<file path="src/rtl/vga_timing_controller_if.sv">
// Bus between the VGA mode controller and whoever drives it: mode requests,
// custom-field writes, the frame_end level, and the timing/status outputs.
interface vga_timing_controller_if #(
  parameter int WIDTH = 10
);

  // Requests and configuration from the host / vsync path
  logic             mode_req;
  logic [1:0]       mode_sel;
  logic             frame_end;
  logic             cfg_we;
  logic [2:0]       cfg_addr;
  logic [WIDTH-1:0] cfg_data;

  // Horizontal timing fields to the hsync generator
  logic [WIDTH-1:0] h_sp;
  logic [WIDTH-1:0] h_bp;
  logic [WIDTH-1:0] h_av;
  logic [WIDTH-1:0] h_fp;

  // Vertical timing fields to the vsync generator
  logic [WIDTH-1:0] v_sp;
  logic [WIDTH-1:0] v_bp;
  logic [WIDTH-1:0] v_av;
  logic [WIDTH-1:0] v_fp;

  // Status
  logic             timing_reset;
  logic             video_enable;
  logic             busy;
  logic             mode_ack;
  logic [1:0]       current_mode;

  // Host side: issues requests, observes timing and status
  modport master (
    output mode_req, mode_sel, frame_end, cfg_we, cfg_addr, cfg_data,
    input  h_sp, h_bp, h_av, h_fp, v_sp, v_bp, v_av, v_fp,
    input  timing_reset, video_enable, busy, mode_ack, current_mode
  );

  // Controller side
  modport slave (
    input  mode_req, mode_sel, frame_end, cfg_we, cfg_addr, cfg_data,
    output h_sp, h_bp, h_av, h_fp, v_sp, v_bp, v_av, v_fp,
    output timing_reset, video_enable, busy, mode_ack, current_mode
  );

endinterface

</file>
<file path="src/rtl/vga_timing_controller.sv">
// VGA mode controller. Holds the eight timing fields feeding the hsync/vsync
// generators and only switches modes on a frame boundary. Each switch pulses a
// generator reset for one cycle and then blanks video for SETTLE_FRAMES frames.
module vga_timing_controller #(
  parameter int WIDTH         = 10,
  parameter int SETTLE_FRAMES = 2,
  parameter int DEFAULT_MODE  = 0
) (
  input  logic                     clock,
  input  logic                     reset,
  vga_timing_controller_if.slave   bus
);

  typedef enum logic [1:0] {
    ST_RUN,
    ST_PEND,
    ST_SWAP,
    ST_SETTLE
  } state_t;

  typedef logic [7:0][WIDTH-1:0] fields_t;

  localparam int CW = (SETTLE_FRAMES > 1) ? $clog2(SETTLE_FRAMES) : 1;
  localparam logic [CW-1:0] LAST_FRAME = CW'((SETTLE_FRAMES > 0) ? SETTLE_FRAMES - 1 : 0);
  localparam logic [1:0]    RESET_MODE = 2'(DEFAULT_MODE);

  // The small simulation mode; also the power-on contents of the custom registers.
  function automatic fields_t simSmallFields();
    fields_t t;
    t[0] = WIDTH'(2);
    t[1] = WIDTH'(3);
    t[2] = WIDTH'(5);
    t[3] = WIDTH'(2);
    t[4] = WIDTH'(2);
    t[5] = WIDTH'(3);
    t[6] = WIDTH'(5);
    t[7] = WIDTH'(2);
    return t;
  endfunction

  // Field order: H sp,bp,av,fp then V sp,bp,av,fp (same as cfg_addr).
  function automatic fields_t modeFields(input logic [1:0] mode, input fields_t custom);
    fields_t t;
    t = custom;
    case (mode)
      2'd0: begin
        t[0] = WIDTH'(96);
        t[1] = WIDTH'(48);
        t[2] = WIDTH'(640);
        t[3] = WIDTH'(16);
        t[4] = WIDTH'(2);
        t[5] = WIDTH'(33);
        t[6] = WIDTH'(480);
        t[7] = WIDTH'(10);
      end
      2'd1: begin
        t[0] = WIDTH'(128);
        t[1] = WIDTH'(88);
        t[2] = WIDTH'(800);
        t[3] = WIDTH'(40);
        t[4] = WIDTH'(4);
        t[5] = WIDTH'(23);
        t[6] = WIDTH'(600);
        t[7] = WIDTH'(1);
      end
      2'd2:    t = simSmallFields();
      default: t = custom;
    endcase
    return t;
  endfunction

  state_t        r_state;
  logic [CW-1:0] r_frameCnt;
  logic [1:0]    r_reqMode;
  logic [1:0]    r_currentMode;
  fields_t       r_timing;
  fields_t       r_custom;
  logic          r_frameEndD;
  logic          r_timingReset;
  logic          r_videoEnable;
  logic          r_busy;
  logic          r_modeAck;

  logic          w_feEdge;

  assign w_feEdge = bus.frame_end & ~r_frameEndD;

  // Delay frame_end by one cycle so a held-high level yields a single edge.
  always_ff @(posedge clock) begin
    if (!reset) begin
      r_frameEndD <= 1'b0;
    end else begin
      r_frameEndD <= bus.frame_end;
    end
  end

  // Custom-mode field registers; a zero-length field is never allowed, so 0 is stored as 1.
  always_ff @(posedge clock) begin
    if (!reset) begin
      r_custom <= simSmallFields();
    end else if (bus.cfg_we) begin
      r_custom[bus.cfg_addr] <= (bus.cfg_data == '0) ? WIDTH'(1) : bus.cfg_data;
    end
  end

  // Mode-switch sequencer: RUN -> PEND (wait frame edge) -> SWAP (reset pulse) -> SETTLE -> RUN.
  always_ff @(posedge clock) begin
    if (!reset) begin
      r_state       <= ST_SETTLE;
      r_frameCnt    <= '0;
      r_reqMode     <= RESET_MODE;
      r_currentMode <= RESET_MODE;
      r_timing      <= modeFields(RESET_MODE, simSmallFields());
      r_timingReset <= 1'b1;
      r_videoEnable <= 1'b0;
      r_busy        <= 1'b1;
      r_modeAck     <= 1'b0;
    end else begin
      r_modeAck <= 1'b0;
      case (r_state)
        ST_RUN: begin
          r_timingReset <= 1'b0;
          r_videoEnable <= 1'b1;
          r_busy        <= 1'b0;
          if (bus.mode_req) begin
            if (bus.mode_sel != r_currentMode) begin
              r_reqMode <= bus.mode_sel;
              r_busy    <= 1'b1;
              r_state   <= ST_PEND;
            end else begin
              r_modeAck <= 1'b1;
            end
          end
        end

        ST_PEND: begin
          r_timingReset <= 1'b0;
          r_videoEnable <= 1'b1;
          r_busy        <= 1'b1;
          if (w_feEdge) begin
            r_timing      <= modeFields(r_reqMode, r_custom);
            r_currentMode <= r_reqMode;
            r_timingReset <= 1'b1;
            r_videoEnable <= 1'b0;
            r_state       <= ST_SWAP;
          end
        end

        ST_SWAP: begin
          r_timingReset <= 1'b0;
          r_frameCnt    <= '0;
          if (SETTLE_FRAMES == 0) begin
            r_videoEnable <= 1'b1;
            r_busy        <= 1'b0;
            r_modeAck     <= 1'b1;
            r_state       <= ST_RUN;
          end else begin
            r_videoEnable <= 1'b0;
            r_busy        <= 1'b1;
            r_state       <= ST_SETTLE;
          end
        end

        ST_SETTLE: begin
          r_timingReset <= 1'b0;
          r_videoEnable <= 1'b0;
          r_busy        <= 1'b1;
          if (SETTLE_FRAMES == 0 || (w_feEdge && r_frameCnt == LAST_FRAME)) begin
            r_videoEnable <= 1'b1;
            r_busy        <= 1'b0;
            r_modeAck     <= 1'b1;
            r_frameCnt    <= '0;
            r_state       <= ST_RUN;
          end else if (w_feEdge) begin
            r_frameCnt <= r_frameCnt + 1'b1;
          end
        end

        default: begin
          r_state <= ST_SETTLE;
        end
      endcase
    end
  end

  assign bus.h_sp         = r_timing[0];
  assign bus.h_bp         = r_timing[1];
  assign bus.h_av         = r_timing[2];
  assign bus.h_fp         = r_timing[3];
  assign bus.v_sp         = r_timing[4];
  assign bus.v_bp         = r_timing[5];
  assign bus.v_av         = r_timing[6];
  assign bus.v_fp         = r_timing[7];
  assign bus.timing_reset = r_timingReset;
  assign bus.video_enable = r_videoEnable;
  assign bus.busy         = r_busy;
  assign bus.mode_ack     = r_modeAck;
  assign bus.current_mode = r_currentMode;

endmodule

</file>
<file path="src/flat_wrapper.sv">
// flat-port wrapper written by rule: the top's interface ports become plain ports
module vga_timing_controller_flat 
#(
  parameter int WIDTH         = 10,
  parameter int SETTLE_FRAMES = 2,
  parameter int DEFAULT_MODE  = 0
)
  (clock, reset, bus_mode_req, bus_mode_sel, bus_frame_end, bus_cfg_we, bus_cfg_addr, bus_cfg_data, bus_h_sp, bus_h_bp, bus_h_av, bus_h_fp, bus_v_sp, bus_v_bp, bus_v_av, bus_v_fp, bus_timing_reset, bus_video_enable, bus_busy, bus_mode_ack, bus_current_mode);
  vga_timing_controller_if #(.WIDTH(WIDTH)) bus_i ();
  input  logic clock;
  input  logic reset;
  input wire logic [$bits(bus_i.mode_req)-1:0] bus_mode_req;
  input wire logic [$bits(bus_i.mode_sel)-1:0] bus_mode_sel;
  input wire logic [$bits(bus_i.frame_end)-1:0] bus_frame_end;
  input wire logic [$bits(bus_i.cfg_we)-1:0] bus_cfg_we;
  input wire logic [$bits(bus_i.cfg_addr)-1:0] bus_cfg_addr;
  input wire logic [$bits(bus_i.cfg_data)-1:0] bus_cfg_data;
  output wire logic [$bits(bus_i.h_sp)-1:0] bus_h_sp;
  output wire logic [$bits(bus_i.h_bp)-1:0] bus_h_bp;
  output wire logic [$bits(bus_i.h_av)-1:0] bus_h_av;
  output wire logic [$bits(bus_i.h_fp)-1:0] bus_h_fp;
  output wire logic [$bits(bus_i.v_sp)-1:0] bus_v_sp;
  output wire logic [$bits(bus_i.v_bp)-1:0] bus_v_bp;
  output wire logic [$bits(bus_i.v_av)-1:0] bus_v_av;
  output wire logic [$bits(bus_i.v_fp)-1:0] bus_v_fp;
  output wire logic [$bits(bus_i.timing_reset)-1:0] bus_timing_reset;
  output wire logic [$bits(bus_i.video_enable)-1:0] bus_video_enable;
  output wire logic [$bits(bus_i.busy)-1:0] bus_busy;
  output wire logic [$bits(bus_i.mode_ack)-1:0] bus_mode_ack;
  output wire logic [$bits(bus_i.current_mode)-1:0] bus_current_mode;
  assign bus_i.mode_req = bus_mode_req;
  assign bus_i.mode_sel = bus_mode_sel;
  assign bus_i.frame_end = bus_frame_end;
  assign bus_i.cfg_we = bus_cfg_we;
  assign bus_i.cfg_addr = bus_cfg_addr;
  assign bus_i.cfg_data = bus_cfg_data;
  assign bus_h_sp = bus_i.h_sp;
  assign bus_h_bp = bus_i.h_bp;
  assign bus_h_av = bus_i.h_av;
  assign bus_h_fp = bus_i.h_fp;
  assign bus_v_sp = bus_i.v_sp;
  assign bus_v_bp = bus_i.v_bp;
  assign bus_v_av = bus_i.v_av;
  assign bus_v_fp = bus_i.v_fp;
  assign bus_timing_reset = bus_i.timing_reset;
  assign bus_video_enable = bus_i.video_enable;
  assign bus_busy = bus_i.busy;
  assign bus_mode_ack = bus_i.mode_ack;
  assign bus_current_mode = bus_i.current_mode;
  vga_timing_controller #(.WIDTH(WIDTH), .SETTLE_FRAMES(SETTLE_FRAMES), .DEFAULT_MODE(DEFAULT_MODE)) u_core (.clock(clock), .reset(reset), .bus(bus_i));
endmodule
</file>
<file path="config.mk">
export PLATFORM = sky130hd
export DESIGN_NAME = vga_timing_controller_flat
export DESIGN_NICKNAME = d
export VERILOG_FILES = /design/src/rtl/vga_timing_controller_if.sv /design/src/rtl/vga_timing_controller.sv /design/src/flat_wrapper.sv
export SDC_FILE = /design/constraint.sdc
export NUM_CORES = 1
export LEC_CHECK = 0
export CORE_MARGIN = 4
export CORE_UTILIZATION = 55
export CTS_CLUSTER_DIAMETER = 40
export CTS_CLUSTER_SIZE = 28
export DETAILED_ROUTE_END_ITERATION = 10
export PLACE_DENSITY = 0.89
export SLEW_MARGIN = 40
export SYNTH_ARGS = -nofsm -noshare
export SYNTH_HDL_FRONTEND = slang
export SYNTH_SLANG_ARGS = --single-unit
</file>
<file path="constraint.sdc">
create_clock -name clock -period 4 [get_ports clock]
set_input_delay 0.8 -clock clock [delete_from_list [all_inputs] [get_ports clock]]
set_output_delay 0.8 -clock clock [all_outputs]
set_load 0.02 [all_outputs]
</file>
# [Yosys cells after proc, flatten, opt, wreduce, memory -nomap -nowiden]
# Index checks and enable logic that the tools add are counted.
[op_classes] bitwise_logic=2 order_cmp=2 reduce_logical=12 n_mux=25 eq_ne=11 addsub=1
[ops] op="$pmux W80 S3" count=1
[ops] op="$bwmux W80" count=1
[ops] op="$demux W10 S3" count=1
[ops] op="$mux W10" count=2
[ops] op="$logic_not A10 Y1" count=1
[ops] op="$mux W1" count=10
[ops] op="$mux W2" count=4
[ops] op="$pmux W2 S4" count=1
[ops] op="$eq A2 B2 Y1 const B" count=3
[ops] op="$ne A2 B1 Y1 const B" count=3
[ops] op="$pmux W1 S2" count=3
[ops] op="$eq A2 B1 Y1 const B" count=2
[ops] op="$logic_not A2 Y1" count=2
[ops] op="$lt A3 B4 Y1 const B" count=1
[ops] op="$pmux W1 S4" count=1
[ops] op="$reduce_and A2 Y1" count=2
[ops] op="$reduce_and A4 Y1" count=1
[ops] op="$ge A3 B1 Y1 const B" count=1
[ops] op="$ne A3 B1 Y1 const B" count=1
[ops] op="$pmux W1 S3" count=1
[ops] op="$reduce_and A3 Y1" count=1
[ops] op="$reduce_or A3 Y1" count=1
[ops] op="$logic_and A1 B1 Y1" count=2
[ops] op="$ne A2 B2 Y1" count=1
[ops] op="other kinds (6)" count=6
[word_totals] in_bits=20 out_inout_bits=86 regBits=172 wordCells=78

# [Longest topological paths before layout]
# Gate-level depths: netlist (run 1).
[depth] depth_word=5 depth_mapped=8 depth_no_buf=6

# [Least setup slack after synthesis (run 1)]
# No wires, ideal clock.
[synth_path] path_type="in2reg" start="in bus_cfg_data[3]" end="reg u_core.r_custom[70] in the netlist's numbering" setup_ns=0.066 path_stages=4 arrival_time_ns=2.000 required_ns=3.934 slack_ns=1.934 n_path_buf=1 path_cell_list="buf_6 > or4_4 > o41a_1 > a21oi_2"
[synth_via] elab_chain_len=3
[synth_lines] item="start, declared" line_no="flat_wrapper.sv:17" text="input wire logic [$bits(bus_i.cfg_data)-1:0] bus_cfg_data;"
[synth_lines] item="$logic_not A10 Y1" line_no="vga_timing_controller.sv:102" text="r_custom[bus.cfg_addr] <= (bus.cfg_data == '0) ? WIDTH'(1) : bus.cfg_data;"
[synth_lines] item="$mux W10" line_no="vga_timing_controller.sv:102"
[synth_lines] item="$bwmux W80" line_no="vga_timing_controller.sv:102"
[synth_lines] item="end signal, assigned" line_no="vga_timing_controller.sv:100" text="r_custom <= simSmallFields();"
[synth_lines] item="end signal, assigned by index" line_no="vga_timing_controller.sv:102"
[synth_lines] item="end, declared" line_no="vga_timing_controller.sv:77" text="fields_t r_custom;"
# Every way passes these cells.
# A chain may end at the register's enable or synchronous reset.

# [Final worst setup path (run 1)]
[layout_path] start="reg u_core.r_reqMode[1]" end="reg u_core.r_timing (netlist bit u_core.bus.v_fp[1])"
[layout_via] elab_chain_len=2 word_cells_on_any_way=4 classes_between="eq/ne: 2; mux: 1; reduce/logical: 1"
[layout_lines] item="start, declared" line_no="vga_timing_controller.sv:74" text="logic [1:0] r_reqMode;"
[layout_lines] item="start signal, assigned" line_no="vga_timing_controller.sv:127" text="r_reqMode <= bus.mode_sel;"
[layout_lines] item="$eq A2 B2 Y1 (tied with other cells)" line_no="vga_timing_controller.sv:45" text="case (mode)"
[layout_lines] item="$pmux W80 S3 (*)" line_no="vga_timing_controller.sv:45"
[layout_lines] item="end signal, assigned" line_no="vga_timing_controller.sv:113" text="r_timing <= modeFields(RESET_MODE, simSmallFields());"
[layout_lines] item="end signal, assigned" line_no="vga_timing_controller.sv:141" text="r_timing <= modeFields(r_reqMode, r_custom);"
[layout_lines] item="end, declared" line_no="vga_timing_controller.sv:76" text="fields_t r_timing;"
# Mark *: on every way between the ends. The rest lies on a longest branch, timed or not.

==> impl_metrics.csv, run 1 <==
group,metric,value,unit
min_path,hold_path_class,"reg2reg",
power,clockPowerShare,41.2,%
timing,rsz0062_at_grt,"no",
placed_design,hpwl,11.1,mm
die,start_util,56.6,%
logic_synthesis,ys.flop_type,"dfxtp_1",
timing,finalHoldViolations,0,
power,leakagePower,2.82,nW
global_route,grt_overflow,0,
logic_synthesis,syn_avg_cell_area,8.06,um2
logic_synthesis,synth_area_leader_cell,"dfxtp_1",
outcome,status,"complete, no violations",
global_route,grt_max_degree,59,
logic_synthesis,synth_warnings,0,
global_route,grt_pass1_vias,5784,
flow_run,maxCapViolCount,0,
cts,cts_setup_buffers,0,
timing,worstMarginPinSlew,845,ps
drt,drtIter0Drc,630,
logic_synthesis,synth_edf_count,0,
logic_synthesis,ys_top_cells_by_count,"nand2_1, dfxtp_1, a21oi_1, clkbuf_1",
final_layout,regArea,3440,um2
logic_synthesis,synthCells,809,
logic_synthesis,synth.most_common_cell,"nand2_1",
worst_setup_path,worstPathMaxFanout,47,
logic_synthesis,yosysUniqueCellTypes,34,
timing,final.setup_skew,12.7,ps
power,p_comb_share,14.2,%
worst_setup_path,worstPathRequired,4300,ps
timing,period_share,60.1,%
power,p_total,4.12,mW
placed_design,place.port_buffers,105,
power,switching_share,27.1,%
cts,clockBufferDepth,2,
worst_setup_path,rr_worst_depth,5,
die,die_w,117,um
final_layout,syn2layout_area_growth,26.2,%
timing,relSlewSlack,43.4,%
timing,slew_viol_final,0,
global_route,antenna_found_initial,0,
cts,cts_made_buffers,17,
final_layout,multi_input_area,2810,um2
die,die_h,117,um
timing,min_period,2400,ps
logic_synthesis,syn_area,6520,um2
timing,fmax,416,MHz
cts,cts_sinks,172,
drt,viasPerCell,5.85,
cts,cts_max_level,4,
final_layout,fillers,867,
drt,wire_per_inst,17.2,um
final_layout,nNetsFinal,910,
die,coreArea,11500,um2
logic_synthesis,synth.area.top_cells,"dfxtp_1, nand2_1, a21oi_1",
power,p_switching,1.12,mW
global_route,grt.total_usage,26.5,%
final_layout,layout-drive-gt1-share,6.27,%
timing,setup_viol,0,
logic_synthesis,ys_ff_latch,172,
power,ir_drop,0.327,mV
worst_setup_path,arrival,2700,ps
min_path,worstHoldStart,"u_core.bus.v_fp[6]$_SDFFE_PN0P_",
worst_setup_path,r2r-start,"u_core.r_reqMode[1]$_SDFFE_PN0P_",
final_layout,n_antenna_cell,0,
die,io_pins,106,
die,dieArea,13700,um2
cts,cts_tree,"done",
cts,clk_latency,430,ps
min_path,whs_path_depth,2,
global_route,grt_pass1_wl,28.6,mm
power,p_per_area,501,nW/um2
die,rows,39,
drt,dr_total_vias,6064,
drt,drt-pass1-iter-count,8,
power,seqPwrFrac,44.7,%
worst_setup_path,cp-start-kind,"flop",
placed_design,gp_congestion,0.863,
worst_setup_path,worstReg2RegEnd,"u_core.bus.v_fp[1]$_SDFFE_PN1P_",
power,p_int,3.00,mW
worst_setup_path,path_class,"reg2reg",
min_path,holdPathEnd,"u_core.bus.v_fp[6]$_SDFFE_PN0P_",
drt,routed_wl,17.8,mm
logic_synthesis,synth_nets,839,
drt,final_antenna_net_count,0,
cts,ctsHoldBuffers,0,
logic_synthesis,synthArstFlopShare,0,%
timing,final.setup.tns,0,ps
logic_synthesis,synth_top_area_share,52.8,%
final_layout,final_core_util,71.4,%
worst_setup_path,endpoint_kind,"flop",
cts,root_buffer,"clkbuf_16",
logic_synthesis,seq_area_frac_synth,52.8,%
cts,post_cts_resized,0,
cts,clk_pin_slew,70,ps
drt,drc,0,
worst_setup_path,rrSetupSlack,1600,ps
power by group through the flow:
| stage | Combinational, mW | Clock, mW | Sequential [mW] |
|---|---|---|---|
| floorplan | 0.321 | 0 | 1.92 |
| global placement | 0.553 | 0 | 1.87 |
| detailed placement | 0.567 | 0 | 1.88 |
| CTS | 0.577 | 1.70 | 1.84 |
| global route | 0.636 | 1.77 | 1.85 |
| finish | 0.584 | 1.70 | 1.84 |
cell usage in the layout (no fill, tap or decap), drive strengths merged, types with 2 or more instances in the layout:
cell type,count
buf,12
dfxtp,172
mux2i,4
nor3,2
clkbuf,22
nand3,56
clkinvlp,2
inv,11
nand4,2
nand3b,3
a211oi,36
nor2b,7
nand2b,4
clkdlybuf4s50,105
bufinv,2
a21oi,142
clkinv,2
o21ai,27
nor2,56
ha,10
xnor2,2
or4,2
nand2,204
worst max-delay path by stage:
stage          cells after the start                               end                              from
3_3_place_gp                       5  u_core.r_custom[60]$_SDFFE_PN1P_                   bus_cfg_data[4]
2_1_floorplan                      4  u_core.r_custom[70]$_SDFFE_PN0P_                   bus_cfg_data[3]
4_1_cts                            6   u_core.bus.v_av[8]$_SDFFE_PN1P_                     bus_frame_end
6_report                           5   u_core.bus.v_fp[1]$_SDFFE_PN1P_  u_core.r_reqMode[1]$_SDFFE_PN0P_
5_1_grt                            6   u_core.bus.v_av[8]$_SDFFE_PN1P_                     bus_frame_end
3_5_place_dp                       6   u_core.bus.v_av[8]$_SDFFE_PN1P_                     bus_frame_end
kinds of logic after synthesis:
kind of cell,share of synthesized area (%)
mux,0.614
buf+inv,4.38
simple gates,21.7
flops,52.8
xor+xnor,0.269
fa+ha+maj,1.92
compound gates,18.3
area by class of cell:
cell class | instances | share of cell area [%]
well taps | 143 | 2.18
inverters | 7 | 0.335
multi-input cells | 565 | 34.2
clock buffers | 22 | 5.89
repair buffers | 117 | 14.0
flip-flops and latches | 172 | 41.9
clock inverters | 10 | 1.55
per-layer routing:
metal,share of wire [%],global-route usage (%),vias to the layer above
met2,48,43.1,308
li1,-,-,2867
met1,42,34.2,2840
met3,8.2,6.99,49
met5,0,0,-
met4,1.9,9.48,0
flip-flops by register name (all words and copies together), names as in the netlist, 2 cells and up:
signal	flops
u_core.r_state	2
u_core.bus.h_sp	10
u_core.bus.v_sp	10
u_core.bus.v_fp	10
u_core.bus.h_bp	10
u_core.bus.current_mode	2
u_core.r_custom	80
u_core.bus.v_av	10
u_core.r_reqMode	2
u_core.bus.h_fp	10
u_core.bus.h_av	10
u_core.bus.v_bp	10
critical path, stage by stage (launching register included):
cell	delay [ps]
dfxtp_1	440
ha_2	700
buf_4	560
o21ai_0	280
a21oi_1	200
o21ai_0	90
metrics by stage:
stage / cells / setup slack [ps] / cell area (um2) / hold WS [ps]
2_1_floorplan: 809 / 1930 / 6520 / 437
3_3_place_gp: 1004 / 1340 / 7600 / 440
3_5_place_dp: 1004 / 1200 / 7600 / 444
4_1_cts: 1036 / 1630 / 8210 / 457
5_1_grt: 1036 / 1460 / 8220 / 469
6_report: 1036 / 1600 / 8220 / 455
(Power assumes the default switching activity.)
==> inputs of run 2 (changes only) <==
- CORE_UTILIZATION: 55 -> 48
- PLACE_DENSITY: 0.89 -> 0.83
- clock period: 4 -> 2.2 ns (I/O delays scaled with it)
==> impl_metrics.csv, run 2 (same netlist as run 1, synthesis figures left out) <==
group,metric,value,unit
drt,drt-pass1-iter-count,5,
power,clockPowerShare,41.7,%
power,switching_share,25.6,%
timing,setup_slack,315,ps
final_layout,n_antenna_cell,0,
timing,rsz0062_at_grt,"no",
final_layout,nNetsFinal,944,
cts,cts_sinks,172,
placed_design,hpwl,12.0,mm
timing,whs,453,ps
power,seqPwrFrac,43.2,%
cts,cts_tree,"done",
drt,final_antenna_net_count,0,
worst_setup_path,cp-start-kind,"flop",
worst_setup_path,endpoint_kind,"output port",
timing,finalHoldViolations,0,
final_layout,syn2layout_area_growth,31.8,%
timing,relSlewSlack,63.1,%
cts,cts_max_level,4,
worst_setup_path,crit_chain,"clkdlybuf4s50_1",
drt,drtIter0Drc,523,
worst_setup_path,max_stage_delay,630,ps
timing,slew_viol_final,0,
drt,routed_wl,17.7,mm
power,p_int,5.76,mW
die,coreArea,13300,um2
drt,dr_total_vias,5974,
power,ir_drop,0.501,mV
power,p_comb_share,15.1,%
cts,cts_made_buffers,17,
power,p_per_area,901,nW/um2
final_layout,layout-drive-gt1-share,9.29,%
final_layout,final_cell_mix,"nand2_1, dfxtp_1, a21oi_1",
global_route,grt_pass1_vias,5764,
drt,drc,0,
final_layout,multi_input_area,2800,um2
worst_setup_path,critPathTopFamily,"buffers and inverters",
timing,final.setup.tns,0,ps
cts,post_cts_resized,0,
global_route,top_usage_layer,"met2",
timing,period_share,85.7,%
timing,min_period,1890,ps
outcome,status,"complete, no violations",
final_layout,fillers,1106,
worst_setup_path,path_class,"reg2out",
final_layout,regMostFlops,"u_core.r_custom",
worst_setup_path,worstPathRequired,1760,ps
final_layout,final_common_cell,"nand2_1",
global_route,antenna_found_initial,0,
die,die_h,125,um
timing,setup_viol,0,
power,p_switching,1.98,mW
global_route,grt_overflow,0,
placed_design,gp_congestion,0.835,
die,dieArea,15500,um2
drt,viasPerCell,5.42,
power,leakagePower,3.03,nW
final_layout,largest_reg_flops,80,
placed_design,preCtsSetupSlack,46.5,ps
worst_setup_path,worstPathMaxFanout,3,
final_layout,regArea,3440,um2
die,io_pins,106,
cts,clk_latency,430,ps
die,die_w,125,um
timing,fmax,530,MHz
global_route,grt.total_usage,23.1,%
cts,ctsHoldBuffers,0,
timing,worstMarginPinSlew,552,ps
cts,clockBufferDepth,2,
drt,wire_per_inst,16.1,um
global_route,use_met2,36.3,%
cts,cts_setup_buffers,0,
worst_setup_path,arrival,1450,ps
cts,root_buffer,"clkbuf_16",
cts,clk_pin_slew,60,ps
placed_design,place.port_buffers,105,
global_route,grt_max_degree,59,
global_route,grt_pass1_wl,29.1,mm
timing,final.setup_skew,7.35,ps
global_route,use_met3,6.52,%
global_route,grt_use_met1,30.1,%
die,rows,42,
min_path,hold_path_class,"reg2reg",
flow_run,maxCapViolCount,0,
die,start_util,49.0,%
worst_setup_path,critical_path_buf_inv_count,1,
worst_setup_path,cpMaxStageDelayCell,"clkdlybuf4s50_1",
-- run 2: path summary, 6_finish.rpt --
check                                          start                              end  slack, ps  cells after the start
min reg2reg          u_core.bus.v_sp[9]$_SDFFE_PN0P_  u_core.bus.v_sp[9]$_SDFFE_PN0P_        450                      2
max          u_core.bus.current_mode[1]$_SDFFE_PN0P_              bus_current_mode[1]        310                      1
max reg2reg           u_core.r_state[1]$_SDFFE_PN1P_  u_core.bus.h_fp[5]$_SDFFE_PN0P_        380                      7
min                  u_core.bus.v_sp[9]$_SDFFE_PN0P_  u_core.bus.v_sp[9]$_SDFFE_PN0P_        450                      2
-- run 2: layout make-up --
class / count / area share, %
timing repair buffer: 151 / 17.0
clock inverter: 9 / 1.85
sequential: 172 / 40.1
multi-input combinational: 565 / 32.6
tap: 176 / 2.56
clock buffer: 22 / 5.63
inverter: 7 / 0.320
-- run 2: routing by layer --
metal | up-vias | share of wire, % | wire, um
li1 | 2948 | - | -
met1 | 2786 | 44 | 7850
met2 | 210 | 47 | 8280
met3 | 30 | 6.8 | 1210
met4 | 0 | 2.2 | 398
met5 | - | 0 | 0
-- run 2: per-stage QoR --
step / area [um2] / total power, mW / cells / utilization [%]
3_3_place_gp: 7950 / 4.53 / 1071 / 59.8
5_1_grt: 8590 / 8.03 / 1102 / 64.6
2_1_floorplan: 6520 / 4.08 / 809 / -
4_1_cts: 8590 / 7.77 / 1102 / 64.6
3_5_place_dp: 7950 / 4.57 / 1071 / 59.8
6_report: 8590 / 7.74 / 1102 / 64.6
-- run 2: worst reg2reg max path, cell delays in order, from the launching register on --
cell and delay [ps]:
dfxtp_1 330, inv_1 150, ha_1 270, and3b_4 320
buf_12 190, buf_12 160, nor2_1 50, a211oi_1 250
-- run 2: power by group through the flow --
stage	sequential [mW]	combinational, mW	clock (mW)
floorplan	3.49	0.583	0
finish	3.35	1.17	3.23
detailed placement	3.41	1.16	0
global route	3.36	1.27	3.40
CTS	3.34	1.16	3.26
global placement	3.41	1.13	0
